`config.mk`:
```
export PLATFORM = sky130hd
export DESIGN_NAME = decode_stage_hazard
export DESIGN_NICKNAME = d
export VERILOG_FILES = /design/src/rtl/mips_pkg.sv /design/src/rtl/fwd_select.sv /design/src/rtl/register_bank.sv /design/src/rtl/decode_stage_hazard.sv
export SDC_FILE = /design/constraint.sdc
export NUM_CORES = 2
export LEC_CHECK = 0
export ABC_AREA = 1
export BUFFER_PORTS_ARGS = -buffer_cell sky130_fd_sc_hd__buf_4
export CAP_MARGIN = 20
export CELL_PAD_IN_SITES_DETAIL_PLACEMENT = 0
export CELL_PAD_IN_SITES_GLOBAL_PLACEMENT = 1
export CORE_AREA = 4 4 569 571
export DETAILED_ROUTE_END_ITERATION = 6
export DIE_AREA = 0 0 573 575
export PLACE_DENSITY_LB_ADDON = 0.1
export SYNTH_ARGS = -nofsm -noshare
export SYNTH_HDL_FRONTEND = slang
export SYNTH_HIERARCHICAL = 1
export SYNTH_SLANG_ARGS = --single-unit
```
`constraint.sdc`:
```
create_clock -name clk -period 5.2 [get_ports clk]
set_input_delay 0.78 -clock clk [delete_from_list [all_inputs] [get_ports clk]]
set_output_delay 0.78 -clock clk [all_outputs]
set_load 0.01 [all_outputs]
```
`src/rtl/mips_pkg.sv`:
```
// mips_pkg: opcode constants and default datapath sizes shared by the decode stage
package mips_pkg;
  localparam int DEF_SIZE = 32;
  localparam int DEF_NUM_REGISTERS = 32;
  localparam logic [5:0] OP_RTYPE = 6'd0;
  localparam logic [5:0] OP_J     = 6'd2;
  localparam logic [5:0] OP_JAL   = 6'd3;
  localparam logic [5:0] OP_BEQ   = 6'd4;
  localparam logic [5:0] OP_BNE   = 6'd5;
  localparam logic [5:0] OP_LUI   = 6'd15;
  localparam logic [5:0] OP_SB    = 6'd40;
  localparam logic [5:0] OP_SH    = 6'd41;
  localparam logic [5:0] OP_SW    = 6'd43;
endpackage

```
`src/rtl/fwd_select.sv`:
```
// fwd_select: priority forwarding mux for one source operand with load-use hazard flag
// Ports: i_dir/i_used/i_rf_data describe the operand; i_fwd_* are the packed forwarding
// sources (index 0 = youngest); o_data is the resolved operand, o_hazard flags a not-ready match.
module fwd_select #(
  parameter int NUM_FWD = 3,
  parameter int SIZE = 32,
  parameter int SIZE_REG_DIR = 5
) (
  input  logic [SIZE_REG_DIR-1:0]         i_dir,
  input  logic                            i_used,
  input  logic [SIZE-1:0]                 i_rf_data,
  input  logic [NUM_FWD*SIZE_REG_DIR-1:0] i_fwd_dir,
  input  logic [NUM_FWD-1:0]              i_fwd_we,
  input  logic [NUM_FWD-1:0]              i_fwd_ready,
  input  logic [NUM_FWD*SIZE-1:0]         i_fwd_data,
  output logic [SIZE-1:0]                 o_data,
  output logic                            o_hazard
);
  logic            hit;
  logic            rdy;
  logic [SIZE-1:0] sel;
  // Scan oldest to youngest so the lowest matching index is the last one written.
  always_comb begin
    hit = 1'b0;
    rdy = 1'b0;
    sel = '0;
    for (int k = NUM_FWD - 1; k >= 0; k--)
      if (i_fwd_we[k] && i_fwd_dir[k*SIZE_REG_DIR +: SIZE_REG_DIR] == i_dir) begin
        hit = 1'b1;
        rdy = i_fwd_ready[k];
        sel = i_fwd_data[k*SIZE +: SIZE];
      end
    o_data   = (i_dir == '0) ? '0 : hit ? sel : i_rf_data;
    o_hazard = i_used && i_dir != '0 && hit && !rdy;
  end
endmodule

```
`src/rtl/register_bank.sv`:
```
// register_bank: register file, r0 hardwired to 0, two combinational read ports with write-through
// Ports: clk/rst (async active-low), write port i_write_enable/i_w_dir/i_w_data,
// read ports i_ra/i_rb -> o_ra/o_rb, o_registers flat dump (r0 in the low word).
module register_bank #(
  parameter int SIZE = 32,
  parameter int NUM_REGISTERS = 32,
  parameter int SIZE_REG_DIR = $clog2(NUM_REGISTERS)
) (
  input  logic                          clk,
  input  logic                          rst,
  input  logic                          i_write_enable,
  input  logic [SIZE_REG_DIR-1:0]       i_w_dir,
  input  logic [SIZE-1:0]               i_w_data,
  input  logic [SIZE_REG_DIR-1:0]       i_ra,
  input  logic [SIZE_REG_DIR-1:0]       i_rb,
  output logic [SIZE-1:0]               o_ra,
  output logic [SIZE-1:0]               o_rb,
  output logic [SIZE*NUM_REGISTERS-1:0] o_registers
);
  logic [SIZE-1:0] mem_q [NUM_REGISTERS];
  logic            wr;
  assign wr = i_write_enable && i_w_dir != '0;
  always_ff @(posedge clk or negedge rst)
    if (!rst) begin
      for (int i = 0; i < NUM_REGISTERS; i++) mem_q[i] <= '0;
    end else if (wr) begin
      mem_q[i_w_dir] <= i_w_data;
    end
  assign o_ra = (wr && i_w_dir == i_ra) ? i_w_data : mem_q[i_ra];
  assign o_rb = (wr && i_w_dir == i_rb) ? i_w_data : mem_q[i_rb];
  for (genvar g = 0; g < NUM_REGISTERS; g++) begin : g_dump
    assign o_registers[g*SIZE +: SIZE] = mem_q[g];
  end
endmodule

```
`src/rtl/decode_stage_hazard.sv`:
```
// decode_stage_hazard: ID stage with register read, priority forwarding, load-use stall, ID branches and registered ID/EX
// Ports: IF/ID side (i_instruction, i_pc, i_valid, i_flush), pipeline control (i_stall_ext, o_stall_if),
// WB write port, forwarding sources i_fwd_*, redirect (o_branch_taken/o_branch_target),
// registered ID/EX fields o_*, hazard-stall counter and register-file dump.
module decode_stage_hazard
  import mips_pkg::*;
#(
  parameter int SIZE = DEF_SIZE,
  parameter int NUM_REGISTERS = DEF_NUM_REGISTERS,
  parameter int SIZE_REG_DIR = $clog2(NUM_REGISTERS),
  parameter int SIZE_OP = 6,
  parameter int NUM_FWD = 3,
  parameter int STALL_CNT_W = 16
) (
  input  logic                            clk,
  input  logic                            rst,
  input  logic [SIZE-1:0]                 i_instruction,
  input  logic [SIZE-1:0]                 i_pc,
  input  logic                            i_valid,
  input  logic                            i_flush,
  input  logic                            i_stall_ext,
  input  logic                            i_write_enable,
  input  logic [SIZE_REG_DIR-1:0]         i_w_dir,
  input  logic [SIZE-1:0]                 i_w_data,
  input  logic [NUM_FWD*SIZE_REG_DIR-1:0] i_fwd_dir,
  input  logic [NUM_FWD-1:0]              i_fwd_we,
  input  logic [NUM_FWD-1:0]              i_fwd_ready,
  input  logic [NUM_FWD*SIZE-1:0]         i_fwd_data,
  output logic                            o_stall_if,
  output logic                            o_branch_taken,
  output logic [SIZE-1:0]                 o_branch_target,
  output logic                            o_valid,
  output logic [SIZE_OP-1:0]              o_op,
  output logic [SIZE-1:0]                 o_reg_A,
  output logic [SIZE-1:0]                 o_reg_B,
  output logic [SIZE-1:0]                 o_immediate,
  output logic [SIZE_REG_DIR-1:0]         o_dir_rs,
  output logic [SIZE_REG_DIR-1:0]         o_dir_rt,
  output logic [SIZE_REG_DIR-1:0]         o_dir_rd,
  output logic [SIZE-1:0]                 o_pc,
  output logic [25:0]                     o_jmp_direc,
  output logic [STALL_CNT_W-1:0]          o_stall_cycles,
  output logic [SIZE*NUM_REGISTERS-1:0]   o_registers_debug
);
  typedef struct packed {
    logic                    valid;
    logic [SIZE_OP-1:0]      op;
    logic [SIZE-1:0]         a;
    logic [SIZE-1:0]         b;
    logic [SIZE-1:0]         imm;
    logic [SIZE_REG_DIR-1:0] rs;
    logic [SIZE_REG_DIR-1:0] rt;
    logic [SIZE_REG_DIR-1:0] rd;
    logic [SIZE-1:0]         pc;
    logic [25:0]             jmp;
  } idex_t;
  idex_t                   idex_q, idex_d;
  logic [STALL_CNT_W-1:0]  cnt_q, cnt_d;
  logic [SIZE_OP-1:0]      op;
  logic [SIZE_REG_DIR-1:0] rs, rt, rd;
  logic [SIZE-1:0]         imm, rf_a, rf_b, op_a, op_b;
  logic                    rs_used, rt_used, haz_a, haz_b, hazard_stall, branch_ok;
  assign op  = i_instruction[SIZE-1 -: SIZE_OP];
  assign rs  = i_instruction[25:21];
  assign rt  = i_instruction[20:16];
  assign rd  = i_instruction[15:11];
  assign imm = {{(SIZE-16){i_instruction[15]}}, i_instruction[15:0]};
  assign rs_used = !(op inside {OP_J, OP_JAL, OP_LUI});
  assign rt_used = op inside {OP_RTYPE, OP_BEQ, OP_BNE, OP_SB, OP_SH, OP_SW};
  register_bank #(.SIZE(SIZE), .NUM_REGISTERS(NUM_REGISTERS), .SIZE_REG_DIR(SIZE_REG_DIR)) u_rf (
    .clk(clk), .rst(rst), .i_write_enable(i_write_enable), .i_w_dir(i_w_dir), .i_w_data(i_w_data),
    .i_ra(rs), .i_rb(rt), .o_ra(rf_a), .o_rb(rf_b), .o_registers(o_registers_debug)
  );
  fwd_select #(.NUM_FWD(NUM_FWD), .SIZE(SIZE), .SIZE_REG_DIR(SIZE_REG_DIR)) u_fwd_a (
    .i_dir(rs), .i_used(rs_used), .i_rf_data(rf_a), .i_fwd_dir(i_fwd_dir), .i_fwd_we(i_fwd_we),
    .i_fwd_ready(i_fwd_ready), .i_fwd_data(i_fwd_data), .o_data(op_a), .o_hazard(haz_a)
  );
  fwd_select #(.NUM_FWD(NUM_FWD), .SIZE(SIZE), .SIZE_REG_DIR(SIZE_REG_DIR)) u_fwd_b (
    .i_dir(rt), .i_used(rt_used), .i_rf_data(rf_b), .i_fwd_dir(i_fwd_dir), .i_fwd_we(i_fwd_we),
    .i_fwd_ready(i_fwd_ready), .i_fwd_data(i_fwd_data), .o_data(op_b), .o_hazard(haz_b)
  );
  assign hazard_stall = i_valid && !i_flush && (haz_a || haz_b);
  assign branch_ok    = i_valid && !i_flush && !hazard_stall;
  assign o_stall_if   = hazard_stall;
  assign o_branch_taken = branch_ok && ((op == OP_BEQ && op_a == op_b) || (op == OP_BNE && op_a != op_b) ||
                                        op == OP_J || op == OP_JAL);
  assign o_branch_target = (op == OP_J || op == OP_JAL) ? {i_pc[SIZE-1:28], i_instruction[25:0], 2'b00}
                                                        : i_pc + (imm << 2);
  // External stall freezes ID/EX even when a flush or hazard is present.
  always_comb begin
    idex_d = idex_q;
    if (!i_stall_ext)
      idex_d = (i_flush || hazard_stall || !i_valid) ? '0 :
               '{valid: 1'b1, op: op, a: op_a, b: op_b, imm: imm, rs: rs, rt: rt, rd: rd,
                 pc: i_pc, jmp: i_instruction[25:0]};
    cnt_d = (hazard_stall && !i_stall_ext && cnt_q != '1) ? cnt_q + 1'b1 : cnt_q;
  end
  always_ff @(posedge clk or negedge rst)
    if (!rst) begin
      idex_q <= '0;
      cnt_q  <= '0;
    end else begin
      idex_q <= idex_d;
      cnt_q  <= cnt_d;
    end
  assign o_valid        = idex_q.valid;
  assign o_op           = idex_q.op;
  assign o_reg_A        = idex_q.a;
  assign o_reg_B        = idex_q.b;
  assign o_immediate    = idex_q.imm;
  assign o_dir_rs       = idex_q.rs;
  assign o_dir_rt       = idex_q.rt;
  assign o_dir_rd       = idex_q.rd;
  assign o_pc           = idex_q.pc;
  assign o_jmp_direc    = idex_q.jmp;
  assign o_stall_cycles = cnt_q;
endmodule

```
==> flow_metrics.py <==
metrics = {
    "cells_and_area": {
        "fin_area_um2": 101000,
        "drive_gt1_share_pct": 26.0,
        "mostFrequentLayoutCells": "4237 x nand2_1, 2114 x buf_4, 1775 x nand3_1, 1149 x dfrtp_1, 850 x o21ai_0",
        "layout_commonest_cell": "nand2_1",
        "syn2layout_area_growth_pct": 42.9,
        "fillers": 34600,
        "fin_nets": 12500,
    },
    "clocking": {
        "clkTransAtPathRegs_ns": 0.06,
        "cts_inserted_buffers": 159,
        "clk_latency_ns": 0.89,
        "cts_tree": "yes",
        "cts-root-buf": "clkbuf_16",
        "htreeDepth": 4,
        "cts_buffer_depth": 4,
        "clock_sinks": 1169,
    },
    "grt": {
        "overflow": 0,
        "grt_pass1_vias": 82000,
        "grt_first_pass_wirelength_um": 821000,
        "grt_max_degree": 121,
        "track_usage_pct": 36.6,
        "antenna_found_initial": 78,
    },
    "critical_path": {
        "critical_path_required_ns": 4.42,
        "crit_start": "i_instruction[21]",
        "worstPathBufferInverterCount": 7,
        "worstSetupEndpointType": "output port",
        "max_stage_delay_ns": 0.31,
        "r2r-start": "u_rf/o_registers[476]",
        "cp-start-kind": "input pin",
        "critical_path_class": "input pin to output port",
        "crit_arrival_ns": 4.41,
        "path_max_fanout": 11,
        "critPathSlowestCell": "bufbuf_16",
        "cp_top_family": "simple AND/OR/NAND/NOR gates",
    },
    "routing": {
        "drc_errors": 2,
        "wl_per_cell_um": 38.0,
        "wl_um": 633000,
        "via_count": 89100,
        "dr.first_iter.drc_count": 12700,
        "dr.pass1.iters": 7,
        "postRouteAntennaNets": 0,
        "vias_per_cell": 5.36,
    },
    "worst_hold_path": {
        "min_from": "i_instruction[2]",
        "hold_class": "input pin to register",
    },
    "pwr": {
        "internal-power_mw": 22.7,
        "combPwrFrac_pct": 33.7,
        "power_frac_seq_pct": 36.0,
        "switchingPower_mw": 16.8,
        "max-vdd-ir-drop_mv": 0.210,
        "power_mw": 39.6,
        "p_sw_share_pct": 42.6,
        "p_clk_share_pct": 30.3,
        "power.density_nw_per_um2": 391,
        "p_leak_nw": 50.1,
    },
    "place": {
        "place_hpwl_um": 491000,
        "placedInstanceArea_um2": 91900,
        "dpl_worst_slack_ns": -0.651,
        "port_buffers": 1473,
        "place_congestion": 0.980,
    },
    "floorplanning": {
        "die_w_um": 573,
        "die_area_um2": 329000,
        "io_pins": 1474,
        "num_rows": 207,
        "coreArea_um2": 318000,
        "start_util_pct": 22.3,
        "die_h_um": 575,
    },
    "timing": {
        "maxSlewHeadroom_pct": 22.6,
        "tightest_slew_ns": 1.16,
        "period_share_pct": 99.8,
        "maxSlewViolCount": 0,
        "skew_ns": 0.0625,
        "finalCriticalPeriod_ns": 5.19,
        "hold_viol": 0,
        "setup_viol": 0,
        "setup_slack_ns": 0.0127,
        "fmax_ghz": 0.193,
    },
    "logic_synthesis": {
        "synth_top_area_share_pct": 41.3,
        "post-synth-top-area-cell": "dfrtp_1",
        "synth.distinct_cells": 42,
        "synth.avg_cell_area_um2": 6.64,
        "postSynth.asyncResetShare_pct": 100,
        "ys.flop_type": "dfrtp_1",
        "syn_inst": 10700,
        "synth_nets": 10900,
        "ys_seq_elements": 1169,
        "yosys-top-cells-area": "dfrtp_1 41%, nand2_1 23%, nand3_1 14%, o21ai_0 6.0%, clkbuf_1 3.9%",
        "ys_seq_area_share_pct": 41.3,
        "syn_area_um2": 70800,
        "yosys_warnings": 6,
        "synth_edf_count": 0,
    },
    "run_status": {
        "failed_checks": "design-rule violations",
        "status": "finished, violations left",
    },
    "flow_run": {
        "cap_violations": 0,
    },
}
sequential cells by signal (all words and copies together) (netlist names):
register	count
o_dir_rs	5
o_dir_rt	4
o_immediate	16
o_jmp_direc	1
o_op	6
o_pc	32
o_reg_A	32
o_reg_B	32
o_stall_cycles	16
o_valid	1
u_rf/o_registers	1024
power groups by stage:
stage / sequential, mW / combinational, mW / clock (mW)
3_3_place_gp: 14.2 / 12.7 / 0
2_1_floorplan: 12.9 / 4.06 / 0
3_5_place_dp: 14.2 / 12.7 / 0
5_1_grt: 14.3 / 14.0 / 12.5
4_1_cts: 14.1 / 13.0 / 12.2
6_report: 14.2 / 13.3 / 12.0
what timing repair did:
action,4_1_cts,5_1_grt
pin swaps,28,55
endpoints found under the hold margin,54,0
buffers inserted,31,40
setup endpoints to repair,1,1
gates cloned,21,10
hold buffers,1,0
gates resized for setup,256,285
synth_stat cells, types with 2 or more instances:
| library cell | number |
|---|---|
| dfrtp_1 | 1169 |
| nor2_4 | 12 |
| nor4_4 | 3 |
| xnor2_1 | 28 |
| and2_1 | 4 |
| ha_1 | 30 |
| inv_1 | 403 |
| o22ai_1 | 2 |
| inv_2 | 50 |
| nand2_1 | 4423 |
| nand4_1 | 207 |
| a21o_1 | 2 |
| a21oi_1 | 222 |
| nor3_2 | 13 |
| nand3_1 | 1909 |
| buf_2 | 71 |
| a21oi_2 | 20 |
| clkbuf_1 | 742 |
| nor3_4 | 2 |
| nor2_1 | 229 |
| nand3_2 | 8 |
| nand2_2 | 11 |
| nor2_2 | 6 |
| xor2_1 | 12 |
| nor3_1 | 14 |
| o21ai_1 | 68 |
| nand3b_1 | 6 |
| buf_4 | 56 |
| nand3_4 | 3 |
| buf_1 | 51 |
| buf_6 | 20 |
| o21bai_1 | 5 |
| o21ai_0 | 851 |
through the flow:
stage | cells | TNS [ns] | util [%] | hold slack [ns]
2_1_floorplan | 10700 | 0 | - | 0.484
3_3_place_gp | 16200 | -0.690 | 28.9 | 0.451
3_5_place_dp | 16200 | -0.651 | 28.9 | 0.453
4_1_cts | 16500 | 0 | 31.2 | 0.122
5_1_grt | 16600 | -0.0142 | 31.8 | 0.175
6_report | 16600 | 0 | 31.8 | 0.185
per-layer routing:
metal / up-vias / track usage, % / routed length, µm
li1: 38000 / - / -
met3: 867 / 8.87 / 59600
met4: 14 / 18.6 / 38500
met5: - / 0 / 90
met2: 5368 / 54.6 / 270000
met1: 44800 / 49.0 / 265000
worst register-to-register path, delay by kind of cell, from the launching register on:
family	cells	cell delay, ns
AO/OA/AOI/OAI	2	0.38
flip-flops	1	0.69
AND/OR/NAND/NOR	10	1.12
buffers and inverters	4	0.50
final cells by class:
type                    instances  area [µm²]  share of cell area (%)
well taps                    4180        5230                    5.17
flip-flops and latches       1169       29300                    28.9
inverters                     455        1820                    1.80
multi-input cells            8097       37500                    37.0
repair buffers               2399       21700                    21.5
repair inverters                1        16.3                  0.0161
clock buffers                 231        4790                    4.73
clock inverters                50         727                   0.719
diodes                         45         113                   0.111
final timing paths:
check,to,slack (ns),cells past startpoint
hold reg to reg,u_rf/o_registers[7],0.46,0
min in group asynchronous,u_rf/o_registers[60],0.46,2
setup reg to reg,o_reg_B[28],2.43,16
max in group asynchronous,u_rf/o_registers[679],3.12,3
setup / recovery,o_branch_taken,0.01,26
hold / removal,o_immediate[2],0.18,3
cells by family (layout without fill, tap and decap cells):
kind of cell               count (synthesis)  count (layout)  synth area share (%)
DFF                                     1169            1169                  41.3
and+or+nand+nor                         6851            6852                  41.1
AOI/OAI and AO/OA                       1173            1173                  8.44
buffers and inverters                   1396            3136                  8.07
other                                      0              45                     0
xor gates and xnor gates                  41              41                 0.518
adders and majority gates                 31              31                 0.559
No activity file was read; power rests on OpenSTA's default activity.
